File: src/rtl/i3c_bus_condition_monitor_if.sv
// Bus-side signal bundle of the I3C bus condition monitor: synchronized lines,
// quiet-time thresholds, condition pulses and timed bus-state flags.
interface i3c_bus_condition_monitor_if #(
  parameter int CNTR_W = 20
);
  logic              scl_i;
  logic              sda_i;
  logic [CNTR_W-1:0] t_free_i;
  logic [CNTR_W-1:0] t_avail_i;
  logic [CNTR_W-1:0] t_idle_i;
  logic              start_det_o;
  logic              rstart_det_o;
  logic              stop_det_o;
  logic              bus_busy_o;
  logic              bus_free_o;
  logic              bus_avail_o;
  logic              bus_idle_o;

  modport master (
    output scl_i, sda_i, t_free_i, t_avail_i, t_idle_i,
    input  start_det_o, rstart_det_o, stop_det_o,
    input  bus_busy_o, bus_free_o, bus_avail_o, bus_idle_o
  );

  modport slave (
    input  scl_i, sda_i, t_free_i, t_avail_i, t_idle_i,
    output start_det_o, rstart_det_o, stop_det_o,
    output bus_busy_o, bus_free_o, bus_avail_o, bus_idle_o
  );
endinterface

File: src/rtl/i3c_bus_condition_monitor.sv
// Detects START / repeated START / STOP on synchronized SCL/SDA and times the
// post-STOP quiet period to raise the bus free / available / idle flags.
module i3c_bus_condition_monitor #(
  parameter int CNTR_W = 20
) (
  input  logic                       clk_i,
  input  logic                       rst_i,
  input  logic                       enable_i,
  i3c_bus_condition_monitor_if.slave bus
);

  typedef enum logic {
    QUIET = 1'b0,
    BUSY  = 1'b1
  } state_t;

  localparam logic [CNTR_W-1:0] CNT_ONE = {{(CNTR_W-1){1'b0}}, 1'b1};

  state_t            r_state;
  state_t            w_state_nxt;
  logic [CNTR_W-1:0] r_count;
  logic [CNTR_W-1:0] w_count_nxt;
  logic              r_scl_q;
  logic              r_sda_q;
  logic              r_start_p1;
  logic              r_rstart_p1;
  logic              r_stop_p1;
  logic              w_start_nxt;
  logic              w_rstart_nxt;
  logic              w_stop_nxt;
  logic              w_start_c;
  logic              w_stop_c;
  logic              w_sclfall_c;
  logic              w_quiet_high;

  // Quiet-time counter sticks at all-ones so long idle periods never re-arm low.
  function automatic logic [CNTR_W-1:0] sat_inc(input logic [CNTR_W-1:0] v);
    logic [CNTR_W-1:0] res;
    if (&v) begin
      res = v;
    end else begin
      res = v + CNT_ONE;
    end
    return res;
  endfunction

  // Stage p0: condition decode from previous and current line samples
  assign w_start_c   = r_scl_q & bus.scl_i & r_sda_q & ~bus.sda_i;
  assign w_stop_c    = r_scl_q & bus.scl_i & ~r_sda_q & bus.sda_i;
  assign w_sclfall_c = r_scl_q & ~bus.scl_i;

  always_comb begin
    w_state_nxt  = r_state;
    w_count_nxt  = r_count;
    w_start_nxt  = 1'b0;
    w_rstart_nxt = 1'b0;
    w_stop_nxt   = 1'b0;
    if (!enable_i) begin
      w_state_nxt = QUIET;
      w_count_nxt = '0;
    end else begin
      case (r_state)
        QUIET: begin
          if (w_start_c) begin
            w_state_nxt = BUSY;
            w_start_nxt = 1'b1;
            w_count_nxt = '0;
          end else if (w_sclfall_c) begin
            // SCL dropping without a START is an abnormal bus-low event.
            w_state_nxt = BUSY;
            w_count_nxt = '0;
          end else if (r_scl_q && r_sda_q) begin
            w_count_nxt = sat_inc(r_count);
          end else begin
            w_count_nxt = '0;
          end
        end
        BUSY: begin
          if (w_stop_c) begin
            w_state_nxt = QUIET;
            w_stop_nxt  = 1'b1;
            w_count_nxt = '0;
          end else if (w_start_c) begin
            w_rstart_nxt = 1'b1;
          end
        end
        default: begin
          w_state_nxt = QUIET;
          w_count_nxt = '0;
        end
      endcase
    end
  end

  // Stage p1: registered samples, state, counter and condition pulses
  always_ff @(posedge clk_i) begin
    if (rst_i) begin
      r_scl_q     <= 1'b0;
      r_sda_q     <= 1'b0;
      r_state     <= QUIET;
      r_count     <= '0;
      r_start_p1  <= 1'b0;
      r_rstart_p1 <= 1'b0;
      r_stop_p1   <= 1'b0;
    end else begin
      r_scl_q     <= bus.scl_i;
      r_sda_q     <= bus.sda_i;
      r_state     <= w_state_nxt;
      r_count     <= w_count_nxt;
      r_start_p1  <= w_start_nxt;
      r_rstart_p1 <= w_rstart_nxt;
      r_stop_p1   <= w_stop_nxt;
    end
  end

  assign w_quiet_high = enable_i & (r_state == QUIET) & r_scl_q & r_sda_q;

  assign bus.start_det_o  = enable_i & r_start_p1;
  assign bus.rstart_det_o = enable_i & r_rstart_p1;
  assign bus.stop_det_o   = enable_i & r_stop_p1;
  assign bus.bus_busy_o   = enable_i & (r_state == BUSY);
  assign bus.bus_free_o   = w_quiet_high & (r_count >= bus.t_free_i);
  assign bus.bus_avail_o  = w_quiet_high & (r_count >= bus.t_avail_i);
  assign bus.bus_idle_o   = w_quiet_high & (r_count >= bus.t_idle_i);

endmodule
File: src/flat_wrapper.sv
// flat-port wrapper written by rule: the top's interface ports become plain ports
module i3c_bus_condition_monitor_flat 
#(
  parameter int CNTR_W = 20
)
  (clk_i, rst_i, enable_i, bus_scl_i, bus_sda_i, bus_t_free_i, bus_t_avail_i, bus_t_idle_i, bus_start_det_o, bus_rstart_det_o, bus_stop_det_o, bus_bus_busy_o, bus_bus_free_o, bus_bus_avail_o, bus_bus_idle_o);
  i3c_bus_condition_monitor_if #(.CNTR_W(CNTR_W)) bus_i ();
  input  logic clk_i;
  input  logic rst_i;
  input  logic enable_i;
  input wire logic [$bits(bus_i.scl_i)-1:0] bus_scl_i;
  input wire logic [$bits(bus_i.sda_i)-1:0] bus_sda_i;
  input wire logic [$bits(bus_i.t_free_i)-1:0] bus_t_free_i;
  input wire logic [$bits(bus_i.t_avail_i)-1:0] bus_t_avail_i;
  input wire logic [$bits(bus_i.t_idle_i)-1:0] bus_t_idle_i;
  output wire logic [$bits(bus_i.start_det_o)-1:0] bus_start_det_o;
  output wire logic [$bits(bus_i.rstart_det_o)-1:0] bus_rstart_det_o;
  output wire logic [$bits(bus_i.stop_det_o)-1:0] bus_stop_det_o;
  output wire logic [$bits(bus_i.bus_busy_o)-1:0] bus_bus_busy_o;
  output wire logic [$bits(bus_i.bus_free_o)-1:0] bus_bus_free_o;
  output wire logic [$bits(bus_i.bus_avail_o)-1:0] bus_bus_avail_o;
  output wire logic [$bits(bus_i.bus_idle_o)-1:0] bus_bus_idle_o;
  assign bus_i.scl_i = bus_scl_i;
  assign bus_i.sda_i = bus_sda_i;
  assign bus_i.t_free_i = bus_t_free_i;
  assign bus_i.t_avail_i = bus_t_avail_i;
  assign bus_i.t_idle_i = bus_t_idle_i;
  assign bus_start_det_o = bus_i.start_det_o;
  assign bus_rstart_det_o = bus_i.rstart_det_o;
  assign bus_stop_det_o = bus_i.stop_det_o;
  assign bus_bus_busy_o = bus_i.bus_busy_o;
  assign bus_bus_free_o = bus_i.bus_free_o;
  assign bus_bus_avail_o = bus_i.bus_avail_o;
  assign bus_bus_idle_o = bus_i.bus_idle_o;
  i3c_bus_condition_monitor #(.CNTR_W(CNTR_W)) u_core (.clk_i(clk_i), .rst_i(rst_i), .enable_i(enable_i), .bus(bus_i));
endmodule
File: config.mk
export PLATFORM = sky130hd
export DESIGN_NAME = i3c_bus_condition_monitor_flat
export DESIGN_NICKNAME = d
export VERILOG_FILES = /design/src/rtl/i3c_bus_condition_monitor_if.sv /design/src/rtl/i3c_bus_condition_monitor.sv /design/src/flat_wrapper.sv
export SDC_FILE = /design/constraint.sdc
export NUM_CORES = 1
export LEC_CHECK = 0
export ABC_AREA = 0
export BUFFER_PORTS_ARGS = -buffer_cell sky130_fd_sc_hd__buf_4
export CAP_MARGIN = 10
export CORE_MARGIN = 2
export CORE_UTILIZATION = 40
export DETAILED_ROUTE_END_ITERATION = 7
export PLACE_DENSITY_LB_ADDON = 0.3
export RECOVER_POWER = 50
export REMOVE_ABC_BUFFERS = 1
export SLEW_MARGIN = 20
export SYNTH_ARGS = -nofsm -noshare
export SYNTH_HDL_FRONTEND = slang
export SYNTH_SLANG_ARGS = --single-unit
File: constraint.sdc
create_clock -name clk_i -period 2.2 [get_ports clk_i]
set_input_delay 0.11 -clock clk_i [delete_from_list [all_inputs] [get_ports clk_i]]
set_output_delay 0.11 -clock clk_i [all_outputs]
set_load 0.02 [all_outputs]
Word level (Yosys, flattened, before mapping)
Cells that the tools add are included.
{"block": "word_totals", "elab_cells": 53, "ff_bits": 26, "out_inout_bits": 7, "input_bits": 65}
{"block": "op_classes", "n_bitwise": 21, "n_reduce_logical": 7, "n_addsub": 1, "n_eq_ne": 2, "n_lt_le_gt_ge": 3, "n_mux": 12}
{"cell": "2-to-1 mux 20 bit", "n": 5}
{"cell": ">= comparator 20 bit", "n": 3}
{"cell": "case mux 20 bit (2 select lines)", "n": 1}
{"cell": "adder 20 x 1 -> 20 bit (second input constant)", "n": 1}
{"cell": "AND reduction 20 bit", "n": 1}
{"cell": "bitwise AND 1 bit", "n": 16}
{"cell": "OR reduction 3 bit", "n": 2}
{"cell": "2-to-1 mux 1 bit", "n": 5}
{"cell": "!= test 5 x 3 -> 1 bit (second input constant)", "n": 1}
{"cell": "NOT 1 bit", "n": 5}
{"cell": "OR reduction 4 bit", "n": 1}
{"cell": "!= test 2 bit (second input constant)", "n": 1}
{"cell": "case mux 1 bit (2 select lines)", "n": 1}
{"cell": "AND reduction 2 bit", "n": 1}
{"cell": "OR reduction 2 bit", "n": 1}
{"cell": "logical AND 1 bit", "n": 1}

Logic depth before layout (Yosys ltp)
Gate-level depths: netlist of run 1.
{"block": "logic_depth", "ltp_word": 6, "depth_mapped": 7, "mapped_depth_nobuf": 7}

Worst setup path before layout of run 1
Ideal clock, no wire load.
{"block": "synth_path", "path_kind": "flip-flop to output port", "start": "register u_core.r_count[0]", "end": "output bus_bus_avail_o", "t_arrival_ns": 1.705, "required_time_ns": 2.090, "setup_slack_ns": 0.385, "path_buffers": 0, "stages_incl_launch_ff": 8, "cell_sequence": "dfxtp_1 -> inv_1 -> ha_1 -> nand2b_1 -> a21o_1 -> a211oi_1 -> o21a_1 -> o31ai_1"}
{"block": "synth_between", "elab_chain_len": 2}
{"item": "from (decl)", "line_no": "i3c_bus_condition_monitor.sv:21", "text": "logic [CNTR_W-1:0] r_count;"}
{"item": "from (signal assigned)", "line_no": "i3c_bus_condition_monitor.sv:109", "text": "r_count <= w_count_nxt;"}
{"item": ">= comparator 20 bit", "line_no": "i3c_bus_condition_monitor.sv:123", "text": "assign bus.bus_avail_o = w_quiet_high & (r_count >= bus.t_avail_i);"}
{"item": "bitwise AND 1 bit", "line_no": "i3c_bus_condition_monitor.sv:123"}
{"item": "to (decl)", "line_no": "flat_wrapper.sv:21", "text": "output wire logic [$bits(bus_i.bus_avail_o)-1:0] bus_bus_avail_o;"}
No other way between the ends.

Final worst setup path of run 1
{"block": "layout_path", "start": "register u_core.r_count[5]", "end": "output bus_bus_idle_o"}
{"block": "layout_between", "elab_chain_len": 2}
{"item": ">= comparator 20 bit", "line_no": "i3c_bus_condition_monitor.sv:124", "text": "assign bus.bus_idle_o = w_quiet_high & (r_count >= bus.t_idle_i);"}
{"item": "bitwise AND 1 bit", "line_no": "i3c_bus_condition_monitor.sv:124"}
{"item": "to (decl)", "line_no": "flat_wrapper.sv:22", "text": "output wire logic [$bits(bus_i.bus_idle_o)-1:0] bus_bus_idle_o;"}
No other way between the ends.

==> impl_metrics.json, run 1 <==
{
  "synth_top_family_by_area": "adder cells",
  "p_seq_frac": 0.429,
  "final_common_cell": "buf_4",
  "ys_ff_latch": 26,
  "wl_per_cell_um": 14.28,
  "synth_flop_cell": "dfxtp_1",
  "final_cell_mix": "buf_4 (82), ha_1 (60), inv_1 (58)",
  "final_layout_size_suffix_gt1_frac": 0.2511,
  "htree_levels": 1,
  "regArea_um2": 540.5,
  "worstMarginPinSlew_ns": 0.5690,
  "synth_top_cell_area_share": 0.2682,
  "fin_nets": 573,
  "run_status": "complete, no violations",
  "grt_pass1_vias": 2960,
  "antenna_cells": 0,
  "clkTransAtPathRegs_ns": 0.10,
  "ctsLongestPathBuffers": 2,
  "report.final.setup_viol": 0,
  "post_dp_cell_area_mm2": 0.003595,
  "fillers": 668,
  "p_leak_nw": 1.932,
  "synthCells": 361,
  "p_int_mw": 0.8314,
  "port_buffers": 71,
  "reg2reg_depth": 7,
  "synth_fa_ha_area_frac": 0.2682,
  "core_mm2": 0.006832,
  "slew_headroom": 0.6207,
  "irDropWorstVdd_uv": 231.1,
  "cts_tree": "done",
  "powerDensity_mw_per_mm2": 296.2,
  "synth_xor_area_frac": 0,
  "die_width_um": 88.34,
  "synth-compound-area-share": 0.2524,
  "synthSimpleGateAreaFrac": 0.2049,
  "period_needed_ns": 2.173,
  "antenna_found_initial": 0,
  "finalCritPeriodShare": 0.9879,
  "worstSetupPathType": "flop to output pin",
  "cts-buffers-inserted": 3,
  "p_switching_mw": 0.2647,
  "area_growth_pct": 30.08,
  "worstPathArrival_ns": 2.06,
  "cap_violations": 0,
  "grt.overflow.total": 0,
  "dieArea_mm2": 0.007804,
  "drt_first_pass_iters": 4,
  "synth_area_leaders": "ha_1 (27%), dfxtp_1 (18%), inv_1 (7.8%)",
  "r2r_start": "u_core.r_count[1]",
  "p_comb_frac": 0.196,
  "pre_cts_ws_ns": 0.1510,
  "final_hold_viol_count": 0,
  "fmax_mhz": 460.1,
  "dp_hpwl_mm": 6.117,
  "start_kind": "flop",
  "grt_max_degree": 16,
  "synth.cell_area_mm2": 0.002845,
  "setup_ws_ns": 0.02655,
  "yosys_warnings": 0,
  "routabilityCongestion": 0.8590,
  "r2r_setup_slack_ns": 0.21,
  "crit_required_ns": 2.09,
  "vias": 2899,
  "critPathMaxFanout": 6,
  "cts-root-buf": "clkbuf_8",
  "postSynthAreaPerCell_um2": 7.882,
  "hold_path_end": "u_core.r_scl_q",
  "drc": 0,
  "grt.total_usage": 0.2073,
  "detail_route.vias_per_cell": 5.349,
  "io_pins": 72,
  "clk_latency_ns": 0.28,
  "drtAntennaViolNets": 0,
  "synth_cell_types": 47,
  "synthMuxAreaShare": 0,
  "r2r-end": "u_core.r_count[16]",
  "wl_met3_um": 376,
  "die_h_um": 88.34,
  "final_core_util": 0.5418,
  "clockPowerShare": 0.375,
  "hp-start": "rst_i",
  "wl_met2_mm": 3.673,
  "min_path_cells": 2,
  "synth-edff-count": 0,
  "design_area_mm2": 0.003701,
  "highest_layer": "met4",
  "ctsHoldBuffers": 0,
  "hold_class": "input pin to flop",
  "grt_pass1_wl_mm": 13.23,
  "synth_seq_area_share": 0.1829,
  "clock_sinks": 26,
  "skew_ns": 0.001994,
  "swShare": 0.2415,
  "drtIter0Drc": 185,
  "multi_input_area_mm2": 0.002102,
  "drt_wl_total_mm": 7.741,
  "async_reset_ff_frac": 0,
  "drv_slew": 0,
  "start_util": 0.4165,
  "cp-end-kind": "output pin",
  "grt_setup_unrepaired": "true",
  "met1_length_mm": 3.608,
  "synth.largest_area_cell": "ha_1",
  "rows": 30
}
[cells in the mapped netlist, types with 7 or more instances]
cell type / number
nor2_1: 8
ha_1: 61
inv_1: 59
nor3_1: 9
a21oi_1: 29
nand3_1: 15
a211oi_1: 7
dfxtp_1: 26
o21ai_0: 18
nand4_1: 8
a21o_1: 15
nand2_1: 17
[routing by layer]
layer  vias up  global-route usage
met3        10             0.02052
met5         -                   0
li1       1509                   -
met1      1298              0.2808
met4         0             0.06336
met2        82              0.3486
[power by group through the flow]
stage / clock network [mW] / registers [mW] / logic (mW)
finish: 0.411 / 0.471 / 0.215
global route: 0.427 / 0.471 / 0.243
CTS: 0.409 / 0.475 / 0.215
detailed placement: 0 / 0.487 / 0.211
global placement: 0 / 0.486 / 0.207
floorplan: 0 / 0.486 / 0.0898
[metrics by stage]
stage | hold WS, ns | total power, mW | cells | TNS (ns)
after floorplan | 0.1767 | 0.5758 | 352 | 0
after global placement | 0.2978 | 0.6933 | 537 | 0
after CTS | 0.005259 | 1.100 | 541 | 0
after global routing | 0.007102 | 1.141 | 542 | -0.04592
final | 0.002880 | 1.096 | 542 | 0
after detailed placement | 0.3042 | 0.6973 | 537 | 0
[cell type report]
class                      instances  share of cell area
clock buffer                       3             0.01116
clock inverter                     1            0.008114
inverter                          59             0.05984
multi-input combinational        267              0.5680
sequential                        26              0.1460
tap                               96             0.03245
timing repair buffer              90              0.1744
[logic make-up (layout without fill, tap and decap cells)]
family | after synthesis | in the layout
flops | 26 | 26
fa+ha+maj | 61 | 61
compound gates | 108 | 108
buf+inv | 68 | 153
simple gates | 98 | 98
[flip-flops by register name, summed over array words and instances, names as in the netlist]
| name | count |
|---|---|
| u_core.r_start_p1 | 1 |
| u_core.r_stop_p1 | 1 |
| u_core.r_state | 1 |
| u_core.r_scl_q | 1 |
| u_core.r_rstart_p1 | 1 |
| u_core.r_count | 20 |
| u_core.r_sda_q | 1 |
[worst max-delay path: stages, from the launching register on]
cell and delay (ns):
dfxtp_4 0.39, ha_1 0.28, a21o_1 0.18, a21o_1 0.17, a211oi_1 0.22, o21ai_1 0.14
a31o_2 0.26, buf_4 0.15
[worst max-delay path by stage]
stage	from	to	slack, ns	cells after the start
after floorplan	u_core.r_scl_q	u_core.r_count[18]	0.37	5
after global placement	u_core.r_count[0]	bus_bus_free_o	0.20	8
after detailed placement	u_core.r_count[11]	bus_bus_idle_o	0.15	7
after CTS	u_core.r_count[0]	bus_bus_free_o	0.002	8
after global routing	u_core.r_count[11]	bus_bus_free_o	-0.03	7
final	u_core.r_count[5]	bus_bus_idle_o	0.03	7
[what timing repair did]
item / 4_1_cts / 5_1_grt
pin swaps: 2 / 0
setup buffers: 0 / 1
endpoints found under the setup margin: 3 / 3
gates resized for setup: 13 / 12
Note: power is estimated with default switching activity, not from simulation.
==> run 2, diff against run 1 <==
==> constraint.sdc (replaced) <==
create_clock -name clk_i -period 2.1 [get_ports clk_i]
set_input_delay 0.105 -clock clk_i [delete_from_list [all_inputs] [get_ports clk_i]]
set_output_delay 0.105 -clock clk_i [all_outputs]
set_load 0.02 [all_outputs]
==> impl_metrics.json, run 2 (synthesis results as in run 1) <==
{
  "p_leak_nw": 2.021,
  "vias": 3029,
  "antenna_cells": 0,
  "r2r_start": "u_core.r_count[0]",
  "cts-root-buf": "clkbuf_8",
  "path_common_cell": "o21ai_2",
  "drtIter0Drc": 174,
  "grt_max_degree": 15,
  "skew_ns": 0.007316,
  "whs_ns": 0.03210,
  "p_comb_frac": 0.232,
  "slew_headroom": 0.5553,
  "rows": 30,
  "start_util": 0.4165,
  "min_path_cells": 2,
  "p_seq_frac": 0.457,
  "dieArea_mm2": 0.007804,
  "max_stage_delay_ns": 0.39,
  "critPathMaxFanout": 8,
  "report.final.setup_viol": 0,
  "drv_slew": 0,
  "clkTransAtPathRegs_ns": 0.10,
  "p_switching_mw": 0.2815,
  "grt.overflow.total": 0,
  "drtAntennaViolNets": 0,
  "crit_chain": "ha_1 -> a21oi_2 -> o21ai_2 -> a211oi_2 -> o21ai_2 -> a31o_2 -> buf_6",
  "io_pins": 72,
  "regMostFlops": "u_core.r_count",
  "hp-start": "bus_sda_i",
  "r2r-end": "u_core.r_count[16]",
  "port_buffers": 71,
  "worstSetupPathType": "flop to output pin",
  "largest_reg_flops": 20,
  "hold_path_end": "u_core.r_rstart_p1",
  "final_cell_mix": "buf_4 (90), inv_1 (58), ha_1 (54)",
  "core_mm2": 0.006832,
  "r2r_setup_slack_ns": 0.11,
  "worstPathArrival_ns": 1.99,
  "ctsLongestPathBuffers": 2,
  "drc": 0,
  "final_hold_viol_count": 0,
  "run_status": "complete, no violations",
  "detail_route.vias_per_cell": 5.458,
  "cts_tree": "done",
  "start_kind": "flop",
  "reg2reg_depth": 8,
  "grt.total_usage": 0.2066,
  "die_h_um": 88.34,
  "grt_setup_unrepaired": "true",
  "wl_per_cell_um": 14.86,
  "die_width_um": 88.34,
  "clockPowerShare": 0.311,
  "clk_latency_ns": 0.28,
  "slowest_stage": "dfxtp_4",
  "period_needed_ns": 2.097,
  "cap_violations": 0,
  "irDropWorstVdd_uv": 222.4,
  "drt_first_pass_iters": 4,
  "swShare": 0.2608,
  "cts-buffers-inserted": 3,
  "fmax_mhz": 476.8,
  "final_common_cell": "buf_4",
  "htree_levels": 1,
  "antenna_found_initial": 0,
  "drt_wl_total_mm": 8.248,
  "routabilityCongestion": 0.8929,
  "p_int_mw": 0.7978,
  "grt_pass1_vias": 2902,
  "finalCritPeriodShare": 0.9988,
  "setup_tns_ns": 0,
  "powerDensity_mw_per_mm2": 273.1,
  "fin_nets": 586,
  "worstMarginPinSlew_ns": 0.6671,
  "final_layout_size_suffix_gt1_frac": 0.3159,
  "area_growth_pct": 38.92,
  "crit_required_ns": 2.00,
  "clock_sinks": 26,
  "grt_pass1_wl_mm": 12.97,
  "dp_hpwl_mm": 6.289,
  "hold_class": "input pin to flop",
  "cp-end-kind": "output pin"
}
run 2: cell types whose count changed in the layout (fill, tap and decap cells not counted), moves of 4 or more:
cell	before	now
dfxtp_2	4	8
ha_1	60	54
a21oi_2	0	4
a21oi_1	29	25
buf_4	82	90
ha_4	1	7
run 2: how the worst max path moves through the flow:
stage / from / end / slack (ns) / cells after the start
after global placement: u_core.r_count[0] / bus_bus_free_o / 0.1 / 8
after global routing: u_core.r_count[11] / bus_bus_free_o / -0.08 / 7
after floorplan: u_core.r_scl_q / u_core.r_count[18] / 0.27 / 5
after CTS: u_core.r_count[11] / bus_bus_free_o / 0.0006 / 7
after detailed placement: u_core.r_count[11] / bus_bus_idle_o / -0.01 / 7
final: u_core.r_count[11] / bus_bus_free_o / 0.003 / 7
run 2: power by group through the flow:
stage | clock network (mW) | logic [mW] | registers, mW
floorplan | 0 | 0.0941 | 0.509
global placement | 0 | 0.220 | 0.509
detailed placement | 0 | 0.228 | 0.509
CTS | 0.350 | 0.237 | 0.495
global route | 0.367 | 0.278 | 0.494
finish | 0.335 | 0.250 | 0.494
run 2: what timing repair did:
action | 4_1_cts | 5_1_grt
setup endpoints to repair | 3 | 7
endpoints found under the hold margin | 2 | 0
buffers inserted | 2 | 0
pin swaps | 7 | 13
hold buffers | 1 | 0
gates cloned | 0 | 0
resized for setup | 27 | 23
run 2: metrics by stage:
stage	power [mW]	area, um^2	instances	setup slack [ns]	util
5_1_grt	1.139	3953	555	-0.07525	0.5786
3_5_place_dp	0.7367	3690	548	-0.01204	0.5401
6_report	1.079	3953	555	0.002582	0.5786
3_3_place_gp	0.7289	3690	548	0.09593	0.5401
4_1_cts	1.081	3847	555	0.0005740	0.5632
2_1_floorplan	0.6032	2806	352	0.2732	-
run 2: critical path, delay by kind of cell (launching register included):
family | cells | cell delay (ns)
buffers and inverters | 1 | 0.13
adder cells (fa/ha/maj) | 1 | 0.32
AO/OA/AOI/OAI | 5 | 0.86
flip-flops | 1 | 0.39
run 2: area by class of cell:
class | count | area, um^2
repair buffers | 103 | 769.5
fillers | 643 | 2879
inverters | 59 | 224.0
clock buffers | 4 | 55.05
multi-input cells | 267 | 2242
well taps | 96 | 120.1
flip-flops and latches | 26 | 541.8
run 2: metal layers:
layer	track usage	wire, um	vias up
met2	0.3548	3889	81
met5	0	0	-
met1	0.2712	3859	1395
li1	-	-	1538
met3	0.01119	307	15
met4	0.08264	192	0
==> run 3, diff against run 2 <==
--- a/config.mk
+++ b/config.mk
@@ -8,6 +8,7 @@
 export ABC_AREA = 0
 export BUFFER_PORTS_ARGS = -buffer_cell sky130_fd_sc_hd__buf_4
 export CAP_MARGIN = 10
+export CORE_ASPECT_RATIO = 0.7
 export CORE_MARGIN = 2
 export CORE_UTILIZATION = 40
 export DETAILED_ROUTE_END_ITERATION = 7
==> constraint.sdc (replaced) <==
create_clock -name clk_i -period 2.6 [get_ports clk_i]
set_input_delay 0.13 -clock clk_i [delete_from_list [all_inputs] [get_ports clk_i]]
set_output_delay 0.13 -clock clk_i [all_outputs]
set_load 0.02 [all_outputs]
==> impl_metrics.json, run 3 (synthesis results as in run 1) <==
{
  "run_status": "complete, no violations",
  "io_pins": 72,
  "postCtsSetupRepairBufs": 0,
  "crit_required_ns": 2.47,
  "antenna_cells": 0,
  "start_kind": "flop",
  "p_int_mw": 0.5998,
  "cts-buffers-inserted": 3,
  "final_layout_size_suffix_gt1_frac": 0.1865,
  "grt_pass1_vias": 2714,
  "wl_per_cell_um": 14.58,
  "period_needed_ns": 2.445,
  "rows": 25,
  "vias": 2882,
  "finalCritPeriodShare": 0.9405,
  "drt_first_pass_iters": 5,
  "area_growth_pct": 22.74,
  "final_common_cell": "buf_4",
  "regMostFlops": "u_core.r_count",
  "regArea_um2": 520.5,
  "clockPowerShare": 0.287,
  "p_leak_nw": 1.833,
  "antenna_found_initial": 0,
  "ctsHoldBuffers": 0,
  "drtIter0Drc": 171,
  "port_buffers": 71,
  "die_h_um": 74.57,
  "irDropWorstVdd_uv": 167.7,
  "worstMarginPinSlew_ns": 1.009,
  "fmax_mhz": 409.0,
  "design_area_mm2": 0.003492,
  "grt_max_degree": 21,
  "slew_headroom": 0.3261,
  "fin_nets": 557,
  "hold_class": "input pin to flop",
  "worstSetupPathType": "flop to output pin",
  "grt_pass1_wl_mm": 12.62,
  "core_mm2": 0.006819,
  "skew_ns": 0.007201,
  "p_switching_mw": 0.2088,
  "largest_reg_flops": 20,
  "worstPathArrival_ns": 2.32,
  "grt.overflow.total": 0,
  "cts_tree": "done",
  "drt_wl_total_mm": 7.624,
  "ctsLongestPathBuffers": 2,
  "grt.total_usage": 0.1985,
  "final_cell_mix": "buf_4 (67), ha_1 (61), inv_1 (59)",
  "drtAntennaViolNets": 0,
  "powerDensity_mw_per_mm2": 231.5,
  "p_comb_frac": 0.215,
  "cts-root-buf": "clkbuf_8",
  "routabilityCongestion": 0.8620,
  "start_util": 0.4172,
  "htree_levels": 1,
  "setup_tns_ns": 0,
  "post_dp_cell_area_mm2": 0.003480,
  "r2r_setup_slack_ns": 0.25,
  "clk_latency_ns": 0.27,
  "swShare": 0.2582,
  "clkTransAtPathRegs_ns": 0.09,
  "cp-end-kind": "output pin",
  "cap_violations": 0,
  "critPathMaxFanout": 5,
  "report.final.setup_viol": 0,
  "die_width_um": 104.8,
  "drv_slew": 0,
  "clock_sinks": 26,
  "dp_hpwl_mm": 6.113,
  "ctsResizeCount": 0,
  "p_seq_frac": 0.498,
  "drc": 0,
  "final_hold_viol_count": 0,
  "grt_setup_unrepaired": "false",
  "fillers": 676,
  "detail_route.vias_per_cell": 5.511,
  "multi_input_area_mm2": 0.002062,
  "dieArea_mm2": 0.007815
}
run 3: final cells by class:
class,count,share of cell area
multi-input cells,267,0.5905
flip-flops and latches,26,0.1491
repair buffers,74,0.1516
inverters,59,0.06342
clock buffers,3,0.01182
well taps,94,0.03368
run 3: per-stage QoR:
step | hold WS [ns] | power, mW | utilization | std cells | setup slack [ns]
CTS | 0.02342 | 0.8159 | 0.5163 | 523 | 0.1600
finish | 0.08620 | 0.8086 | 0.5121 | 523 | 0.1547
global route | 0.1103 | 0.8507 | 0.5121 | 523 | 0.03866
detailed placement | 0.3155 | 0.5875 | 0.5103 | 520 | 0.4794
global placement | 0.3108 | 0.5839 | 0.5103 | 520 | 0.4913
floorplan | 0.1967 | 0.4872 | - | 352 | 0.7649
run 3: power by group through the flow:
stage                     combinational, mW  clock, mW  sequential (mW)
after detailed placement              0.176          0            0.412
after CTS                             0.178      0.236            0.402
after floorplan                      0.0760          0            0.411
after global placement                0.172          0            0.412
after global routing                  0.196      0.252            0.403
final                                 0.174      0.232            0.403
run 3: critical path, cell delays in order (launching register included):
cell	delay, ns
dfxtp_1	0.40
inv_1	0.12
ha_1	0.28
nand2b_1	0.13
a21o_1	0.19
a211oi_1	0.33
o21ai_0	0.19
a31o_2	0.27
buf_4	0.15
run 3: worst paths after layout:
path	to	startpoint	cells past startpoint
worst min-delay path	u_core.r_sda_q	rst_i	2
worst max-delay path	bus_bus_free_o	u_core.r_count[0]	8
worst max register to register	u_core.r_count[15]	u_core.r_count[1]	6
worst min register to register	u_core.r_count[0]	u_core.r_count[0]	2
run 3: metal layers:
metal | vias to the layer above | track usage | share of wire
li1 | 1474 | - | -
met1 | 1302 | 0.2801 | 0.50
met2 | 101 | 0.3276 | 0.43
met3 | 5 | 0.03243 | 0.067
met4 | 0 | 0.03407 | 0.0034
met5 | - | 0 | 0
